<file path="src/rtl/spi_rr_arbiter_pkg.sv">
// rtl/spi_rr_arbiter_pkg.sv - shared types, SPI mode constants and width helper for the SPI round-robin arbiter
package spi_rr_arbiter_pkg;

    // Top-level arbitration state: XFER covers the engine's SETUP/SHIFT/HOLD phases
    typedef enum logic [1:0] {
        ARB_IDLE,
        ARB_XFER,
        ARB_GAP,
        ARB_RELOAD
    } arb_state_t;

    // Shift engine timing phases
    typedef enum logic [1:0] {
        ENG_IDLE,
        ENG_SETUP,
        ENG_SHIFT,
        ENG_HOLD
    } eng_state_t;

    // SPI mode 0: clock idles low, data sampled on the rising edge
    localparam logic SCLK_IDLE   = 1'b0;
    localparam logic SS_INACTIVE = 1'b1;

    // Counter width that never collapses to zero bits when n <= 1
    function automatic int cwidth(input int n);
        return (n > 1) ? $clog2(n) : 1;
    endfunction

endpackage

</file>
<file path="src/rtl/spi_shift_engine.sv">
// rtl/spi_shift_engine.sv - SETUP/SHIFT/HOLD timing and mode-0 MSB-first bit shifting for one byte
module spi_shift_engine
    import spi_rr_arbiter_pkg::*;
#(
    parameter int DW      = 8,
    parameter int CLK_DIV = 4
) (
    input  logic          clk,
    input  logic          rst_n,
    input  logic          start,
    input  logic [DW-1:0] tx_byte,
    input  logic          miso,
    output logic          sclk,
    output logic          mosi,
    output logic          finish,
    output logic [DW-1:0] rx_byte
);

    localparam int HW = cwidth(CLK_DIV);
    localparam int BW = cwidth(2 * DW + 1);
    localparam logic [HW-1:0] HALF_LOAD = HW'(CLK_DIV - 1);
    localparam logic [BW-1:0] EDGE_LOAD = BW'(2 * DW);

    eng_state_t    state;
    logic [HW-1:0] half_cnt;
    logic [BW-1:0] edge_cnt;
    logic [DW-1:0] tx_sr;
    logic [DW-1:0] rx_sr;

    // finish marks the last HOLD cycle; the owner of the frame acts on it at the closing edge
    assign finish  = (state == ENG_HOLD) && (half_cnt == '0);
    assign rx_byte = rx_sr;

    // Phase sequencing, sclk generation and the tx/rx shift registers
    always_ff @(posedge clk or negedge rst_n) begin
        if (!rst_n) begin
            state    <= ENG_IDLE;
            half_cnt <= '0;
            edge_cnt <= '0;
            tx_sr    <= '0;
            rx_sr    <= '0;
            sclk     <= SCLK_IDLE;
            mosi     <= 1'b0;
        end else begin
            case (state)
                ENG_IDLE: begin
                    if (start) begin
                        tx_sr    <= tx_byte;
                        mosi     <= tx_byte[DW-1];
                        half_cnt <= HALF_LOAD;
                        state    <= ENG_SETUP;
                    end
                end
                ENG_SETUP: begin
                    if (half_cnt == '0) begin
                        half_cnt <= HALF_LOAD;
                        edge_cnt <= EDGE_LOAD;
                        state    <= ENG_SHIFT;
                    end else begin
                        half_cnt <= half_cnt - 1'b1;
                    end
                end
                ENG_SHIFT: begin
                    if (half_cnt == '0) begin
                        half_cnt <= HALF_LOAD;
                        sclk     <= ~sclk;
                        edge_cnt <= edge_cnt - 1'b1;
                        if (!sclk) begin
                            rx_sr <= {rx_sr[DW-2:0], miso};
                        end else begin
                            tx_sr <= {tx_sr[DW-2:0], 1'b0};
                            mosi  <= tx_sr[DW-2];
                        end
                        if (edge_cnt == BW'(1)) begin
                            state <= ENG_HOLD;
                        end
                    end else begin
                        half_cnt <= half_cnt - 1'b1;
                    end
                end
                ENG_HOLD: begin
                    if (half_cnt == '0) begin
                        mosi  <= 1'b0;
                        state <= ENG_IDLE;
                    end else begin
                        half_cnt <= half_cnt - 1'b1;
                    end
                end
                default: state <= ENG_IDLE;
            endcase
        end
    end

endmodule

</file>
<file path="src/rtl/spi_rr_arbiter.sv">
// rtl/spi_rr_arbiter.sv - round-robin sharing of one SPI mode-0 master port; SPI_ARB_LOCK_EN enables multi-byte lock
module spi_rr_arbiter
    import spi_rr_arbiter_pkg::*;
#(
    parameter int NREQ    = 2,
    parameter int DW      = 8,
    parameter int CLK_DIV = 4
) (
    input  logic               clk,
    input  logic               rst_n,
    input  logic [NREQ-1:0]    req,
    input  logic [NREQ-1:0]    lock,
    input  logic [NREQ*DW-1:0] tx_data,
    output logic [NREQ-1:0]    gnt,
    output logic [NREQ-1:0]    done,
    output logic [DW-1:0]      rx_data,
    output logic               busy,
    output logic               sclk,
    output logic               mosi,
    input  logic               miso,
    output logic               ss_n
);

    localparam int PW = cwidth(NREQ);
    localparam int GW = cwidth(CLK_DIV);
    localparam logic [GW-1:0] GAP_LOAD = GW'(CLK_DIV - 1);

    arb_state_t    state;
    logic [PW-1:0] ptr;
    logic [PW-1:0] cur;
    logic [PW-1:0] win_idx;
    logic [PW-1:0] cand;
    logic [PW-1:0] sel;
    logic [GW-1:0] gap_cnt;
    logic [DW-1:0] eng_tx;
    logic [DW-1:0] eng_rx;
    logic          eng_start;
    logic          eng_finish;
    logic          any_req;
    logic          lock_hit;

    assign any_req = |req;
    assign busy    = (state != ARB_IDLE);

`ifdef SPI_ARB_LOCK_EN
    // The current owner keeps the port while it asserts both lock and req
    assign lock_hit = |(lock & req & gnt);
`else
    // Every byte is its own frame; lock has no effect in this build
    assign lock_hit = 1'b0 & (|lock);
`endif

    // Winner: first requester after the pointer; scanning downwards lets the nearest one overwrite
    always_comb begin
        win_idx = ptr;
        cand    = '0;
        for (int i = NREQ; i >= 1; i--) begin
            cand = PW'((int'(ptr) + i) % NREQ);
            if (req[cand]) begin
                win_idx = cand;
            end
        end
    end

    // Byte source: new winner when leaving IDLE, current owner when reloading a locked byte
    always_comb begin
        sel       = (state == ARB_IDLE) ? win_idx : cur;
        eng_start = ((state == ARB_IDLE) && any_req) || (state == ARB_RELOAD);
        eng_tx    = '0;
        for (int i = 0; i < NREQ; i++) begin
            if (sel == PW'(i)) begin
                eng_tx = tx_data[i*DW +: DW];
            end
        end
    end

    spi_shift_engine #(
        .DW      (DW),
        .CLK_DIV (CLK_DIV)
    ) u_engine (
        .clk     (clk),
        .rst_n   (rst_n),
        .start   (eng_start),
        .tx_byte (eng_tx),
        .miso    (miso),
        .sclk    (sclk),
        .mosi    (mosi),
        .finish  (eng_finish),
        .rx_byte (eng_rx)
    );

    // Frame FSM: grant, chip select, done/rx_data capture and deselect gap
    always_ff @(posedge clk or negedge rst_n) begin
        if (!rst_n) begin
            state   <= ARB_IDLE;
            ptr     <= PW'(NREQ - 1);
            cur     <= '0;
            gnt     <= '0;
            done    <= '0;
            rx_data <= '0;
            ss_n    <= SS_INACTIVE;
            gap_cnt <= '0;
        end else begin
            done <= '0;
            case (state)
                ARB_IDLE: begin
                    if (any_req) begin
                        gnt   <= NREQ'(1) << win_idx;
                        cur   <= win_idx;
                        ptr   <= win_idx;
                        ss_n  <= ~SS_INACTIVE;
                        state <= ARB_XFER;
                    end
                end
                ARB_XFER: begin
                    if (eng_finish) begin
                        rx_data <= eng_rx;
                        done    <= gnt;
                        if (lock_hit) begin
                            state <= ARB_RELOAD;
                        end else begin
                            gnt     <= '0;
                            ss_n    <= SS_INACTIVE;
                            gap_cnt <= GAP_LOAD;
                            state   <= ARB_GAP;
                        end
                    end
                end
                ARB_GAP: begin
                    if (gap_cnt == '0) begin
                        state <= ARB_IDLE;
                    end else begin
                        gap_cnt <= gap_cnt - 1'b1;
                    end
                end
                ARB_RELOAD: begin
                    state <= ARB_XFER;
                end
                default: state <= ARB_IDLE;
            endcase
        end
    end

endmodule

</file>
<file path="config.mk">
export PLATFORM = sky130hd
export DESIGN_NAME = spi_rr_arbiter
export DESIGN_NICKNAME = d
export VERILOG_FILES = /design/src/rtl/spi_rr_arbiter_pkg.sv /design/src/rtl/spi_shift_engine.sv /design/src/rtl/spi_rr_arbiter.sv
export SDC_FILE = /design/constraint.sdc
export NUM_CORES = 1
export LEC_CHECK = 0
export CAP_MARGIN = 20
export CORE_MARGIN = 2
export CORE_UTILIZATION = 46
export CTS_CLUSTER_DIAMETER = 60
export DETAILED_ROUTE_END_ITERATION = 10
export GPL_TIMING_DRIVEN = 0
export PLACE_DENSITY = 0.7
export SLEW_MARGIN = 20
export SYNTH_ARGS = -nofsm -noshare
export SYNTH_HDL_FRONTEND = slang
export SYNTH_SLANG_ARGS = --single-unit
</file>
<file path="constraint.sdc">
create_clock -name clk -period 3.3 [get_ports clk]
set_input_delay 0.825 -clock clk [delete_from_list [all_inputs] [get_ports clk]]
set_output_delay 0.825 -clock clk [all_outputs]
set_load 0.005 [all_outputs]
</file>
Word level (Yosys, flattened, before mapping)
Index checks and enable logic that the tools add are counted.
{ "totals": {"reg_bits": 45, "latch_bits": 0, "ramBits": 0, "rom_bits": 0, "input_bits": 23, "out_inout_bits": 16, "elab_cells": 114, "n_memories": 0} }
{ "op_classes": {"addsub": 5, "multipliers": 0, "div_mod_pow": 0, "n_lt_le_gt_ge": 2, "n_eq_ne": 18, "n_shift": 1, "mux": 45, "n_bitwise": 1, "reduce_logical": 27} }
{ "ops": {"columns": ["cell", "n"], "rows": [
  ["2-to-1 mux 2 bit", 17],
  ["2-to-1 mux 7 bit", 3],
  ["one-hot mux 2 bit (4 select lines)", 2],
  ["AND reduction 3 bit", 5],
  ["inequality test 2 bit, second input constant", 7],
  ["one-hot mux 7 bit (2 select lines)", 1],
  ["2-to-1 mux 1 bit", 13],
  ["2-to-1 mux 5 bit", 2],
  ["one-hot mux 5 bit (2 select lines)", 1],
  ["AND reduction 5 bit", 2],
  ["nonzero test 2 bit", 5],
  ["== test 2 bit, second input constant", 4],
  ["logical NOT 2 bit", 4],
  ["2-to-1 mux 8 bit", 1],
  ["inequality test 2 x 1 -> 1 bit, second input constant", 4],
  ["one-hot mux 2 bit (2 select lines)", 2],
  ["AND reduction 2 bit", 4],
  ["one-hot mux 2 bit (3 select lines)", 1],
  ["== test 5 x 1 -> 1 bit, second input constant", 1],
  ["subtractor 5 x 1 -> 5 bit, second input constant", 1],
  ["== test 2 x 1 -> 1 bit, second input constant", 2],
  ["< comparator 1 x 2 -> 1 bit, second input constant", 2],
  ["AND reduction 4 bit", 1],
  ["OR reduction 2 bit", 2],
  ["9 further kinds", 12]
]} }

Longest topological paths before layout
{ "depth": {"word_depth": 9, "mapped_depth": 8, "depth_no_buf": 6} }

Cells and area by module
Synthesis repeated with hierarchy kept, for this count alone.
{ "unflattened": {"hier_cells": 206, "area_unflattened_um2": 2431.1} }
{ "modules_own_cells": {"columns": ["module", "instances", "cells_each", "area_per_inst_um2", "seq_area_each_um2"], "rows": [
  ["spi_shift_engine", 1, 114, 1371.3, 650.6],
  ["spi_rr_arbiter", 1, 92, 1059.8, 478.0]
]} }

Least setup slack after synthesis
OpenSTA, ideal clock, no wires.
{ "synth_path": {"path_type": "input-to-reg", "startpoint": "in req[1]", "endpoint": "reg u_engine.state[1]", "setup_ns": 0.127, "t_arrival_ns": 1.781, "t_required_ns": 3.173, "setup_slack_ns": 1.391, "cell_stages": 5, "n_path_buf": 1, "cell_sequence": "buf_6 o21ai_4 and2_4 a21o_1 mux2_1"} }
{ "synth_between": {"elab_chain_cells": 5} }
{ "synth_lines": {"columns": ["element", "line_no", "text"], "rows": [
  ["start, declared", "spi_rr_arbiter.sv:11", "input logic [NREQ-1:0] req,"],
  ["OR reduction 2 bit", "spi_rr_arbiter.sv:42", "assign any_req = |req;"],
  ["logical AND 1 bit", "spi_rr_arbiter.sv:68", "eng_start = ((state == ARB_IDLE) && any_req) || (state == ARB_RELOAD);"],
  ["logical OR 1 bit", "spi_rr_arbiter.sv:68", null],
  ["inequality test 2 bit (no source line)", null, null],
  ["AND reduction 5 bit (no source line)", null, null],
  ["end signal, assigned", "spi_shift_engine.sv:75", "state <= ENG_HOLD;"],
  ["end signal, assigned", "spi_shift_engine.sv:84", "state <= ENG_IDLE;"],
  ["end signal, assigned", "spi_shift_engine.sv:89", "default: state <= ENG_IDLE;"],
  ["end, declared", "spi_shift_engine.sv:24", "eng_state_t state;"]
]} }
Every way passes these cells.
A chain may end at the register's enable or synchronous reset.

Worst setup path after layout
{ "layout_path": {"startpoint": "reg state[0]", "endpoint": "out busy"} }
{ "layout_between": {"elab_chain_cells": 1} }
{ "layout_lines": {"columns": ["element", "line_no", "text"], "rows": [
  ["start, declared", "spi_rr_arbiter.sv:28", "arb_state_t state;"],
  ["start signal, assigned", "spi_rr_arbiter.sv:95", "state <= ARB_IDLE;"],
  ["start signal, assigned", "spi_rr_arbiter.sv:112", "state <= ARB_XFER;"],
  ["start signal, assigned", "spi_rr_arbiter.sv:120", "state <= ARB_RELOAD;"],
  ["nonzero test 2 bit", "spi_rr_arbiter.sv:43", "assign busy = (state != ARB_IDLE);"],
  ["end, declared", "spi_rr_arbiter.sv:17", "output logic busy,"]
]} }
Every way passes these cells.

==> reports/metrics.cfg <==
[status]
status=finished, final reports clean

[synthesis]
async_flop_share=1.000
synth_commonest_cells=dfrtp_1 (43), nand2_1 (26), inv_1 (17), nor2_1 (16), a21oi_1 (15)
synth_edf_count=0
synth_nets=285
yosys.area.top_type_share=0.4311
synth.distinct_cells=46
yosysSeqAreaShare=0.4521
synth_seq_cells=45
netlist_top_cells_area=dfrtp_1 (43%), ha_1 (6.5%), mux2_2 (5.9%)
synth.avg_cell_area_um2=10.02
synthCells=249
synthFlopType=dfrtp_1
ys.warnings.count=0
yosysMostFrequentCell=dfrtp_1
yosys.area.top_type=dfrtp_1
synthesis.area_mm2=0.002496

[final_layout]
final_cells=363
finalInstanceArea_mm2=0.003039
area_growth_pct=21.75
antenna-diode-count=0
n_fill_cell=457
drive_gt1_frac=0.1365
nNetsFinal=328

[clock_tree]
cts_tree=built
cts-root-buf=clkbuf_8
insertion_delay_ns=0.30
cts_buffers=5
ctsLongestPathBuffers=2
post_cts_resized=0
clock_sinks=45
holdBufCountCts=0
post_cts_buffers=0
cts_max_level=2
path_clk_slew_ns=0.09

[worst_setup_path]
endpoint_kind=primary output
cpPeakStageDelay_ns=0.45
crit_fanout=10
critical_path.top_delay_family=buffers and inverters
required_ns=2.47
crit_top_cell=inv_1
startpoint_type=flop
path_buf_inv=4
cp.arrival_ns=1.88
cp_slowest_cell=clkdlybuf4s50_1
cp_cell_sequence=inv_1 > ha_1 > buf_2 > inv_1 > clkdlybuf4s50_1
crit_type=flop to primary output

[timing]
tightest_slew_ns=0.4908
rsz0062_at_grt=no
finClkSkew_ns=0.005059
max-slew-margin-rel=0.6728
finalSetupTns_ns=0
min_period_ns=2.702
post-route-period-util=0.8187
setup_viol=0
drv_slew=0
fmax_mhz=370.1
finalHoldViolCount=0

[detailed_routing]
vias=1972
wl_mm=5.178
ant_nets=0
avgViaCountPerCell=5.433
drc=0
wl_per_cell_um=14.26
first_iter_violations=105
first_pass_iters=4

[place]
placed_area_mm2=0.002949
portBuffers=35
placedCellCount=355
dpl.hpwl_mm=3.826
routabilityCongestion=0.8271

[power_and_ir_drop]
p_leak_nw=1.450
irDropWorstVdd_uv=208.6
power.density_mw_per_mm2=313.1
power_mw=0.9516

[grt]
grt_max_degree=31
antenna_found_initial=0
grt_overflow=0
grt_usage=0.1823
grt_pass1_vias=1997
grt_pass1_wl_mm=8.873

[die]
pin_count=39
die_w_um=77.67
rows=26
die-area_mm2=0.006032
die_h_um=77.67
initial_core_util=0.4826
coreArea_mm2=0.005172

[run]
max-cap-violations=0

[hold_path]
min_path_type=primary input to asynchronous set/reset pin

[routing by layer]
layer  up-vias  wire length (um)  part of all wire  global-route usage
li1        961                 -                 -                   -
met1       946              2387              0.46              0.2525
met2        60              2442              0.47              0.2845
met3         5               313             0.060             0.04419
met4         0                34            0.0066             0.05357
met5         -                 0                 0                   0
[state kept, by name (all words and copies together) (netlist names), 2 cells and up]
name	flops
done	2
gap_cnt	2
gnt	2
rx_data	8
state	2
u_engine.edge_cnt	5
u_engine.half_cnt	2
u_engine.rx_byte	8
u_engine.state	2
u_engine.tx_sr	7
[worst paths after layout]
| kind | startpoint | to | slack [ns] | cells past startpoint |
|---|---|---|---|---|
| max | state[0] | busy | 0.60 | 5 |
| min | rst_n | gap_cnt[1] | 0.44 | 1 |
| max reg2reg | u_engine.state[0] | u_engine.tx_sr[5] | 1.38 | 6 |
| min reg2reg | ss_n | ss_n | 0.47 | 2 |
| max in group asynchronous | rst_n | ss_n | 2.30 | 2 |
| min in group clk | ss_n | ss_n | 0.47 | 2 |
[kinds of logic after synthesis]
kind of cell | after synthesis | synth area share
AOI/OAI and AO/OA | 59 | 0.1624
adders and majority gates | 13 | 0.06516
buffers and inverters | 28 | 0.04862
DFF | 45 | 0.4521
muxes | 30 | 0.1298
and+or+nand+nor | 74 | 0.1419
[report_power, final]
| group | total, mW | leakage, nW | switching [mW] | internal (mW) |
|---|---|---|---|---|
| clock | 0.344 | 0.0445 | 0.194 | 0.150 |
| combinational | 0.0487 | 0.841 | 0.0205 | 0.0282 |
| sequential | 0.559 | 0.564 | 0.00332 | 0.556 |
[layout make-up]
cell class	instances	area, um^2	area share
clock buffers	5	68.82	0.02264
clock inverters	3	21.27	0.006999
flip-flops and latches	45	1129	0.3713
well taps	70	87.58	0.02882
multi-input cells	176	1246	0.4100
repair buffers	36	365.4	0.1202
plain buffers	11	57.56	0.01894
inverters	17	63.81	0.02100
[through the flow]
stage,setup slack [ns],utilization,hold slack [ns]
global placement,0.1228,0.5672,0.4541
CTS,0.5797,0.5876,0.4488
detailed placement,0.7754,0.5702,0.4664
floorplan,1.391,-,0.4508
global route,0.4803,0.5876,0.4595
finish,0.5982,0.5876,0.4379
[layout by cell type (no fill, tap or decap), drive strengths merged, types with 2 or more instances in the layout]
master / netlist / routed
a32o: 2 / 2
clkdlybuf4s50: 0 / 34
nand2b: 2 / 2
a22o: 3 / 3
and2: 3 / 3
buf: 9 / 11
nand3: 3 / 3
mux2: 19 / 19
ha: 13 / 13
a21oi: 16 / 16
nand2: 27 / 27
nor2b: 5 / 5
dfstp: 2 / 2
o21ai: 16 / 16
o21a: 2 / 2
or2: 2 / 2
and3: 6 / 6
inv: 17 / 18
nor2: 16 / 16
dfrtp: 43 / 43
nand4: 6 / 6
o22ai: 2 / 2
a31oi: 3 / 3
a211oi: 7 / 7
mux2i: 11 / 11
clkbuf: 2 / 7
nor3: 3 / 3
Note: power is estimated with default switching activity, not from simulation.
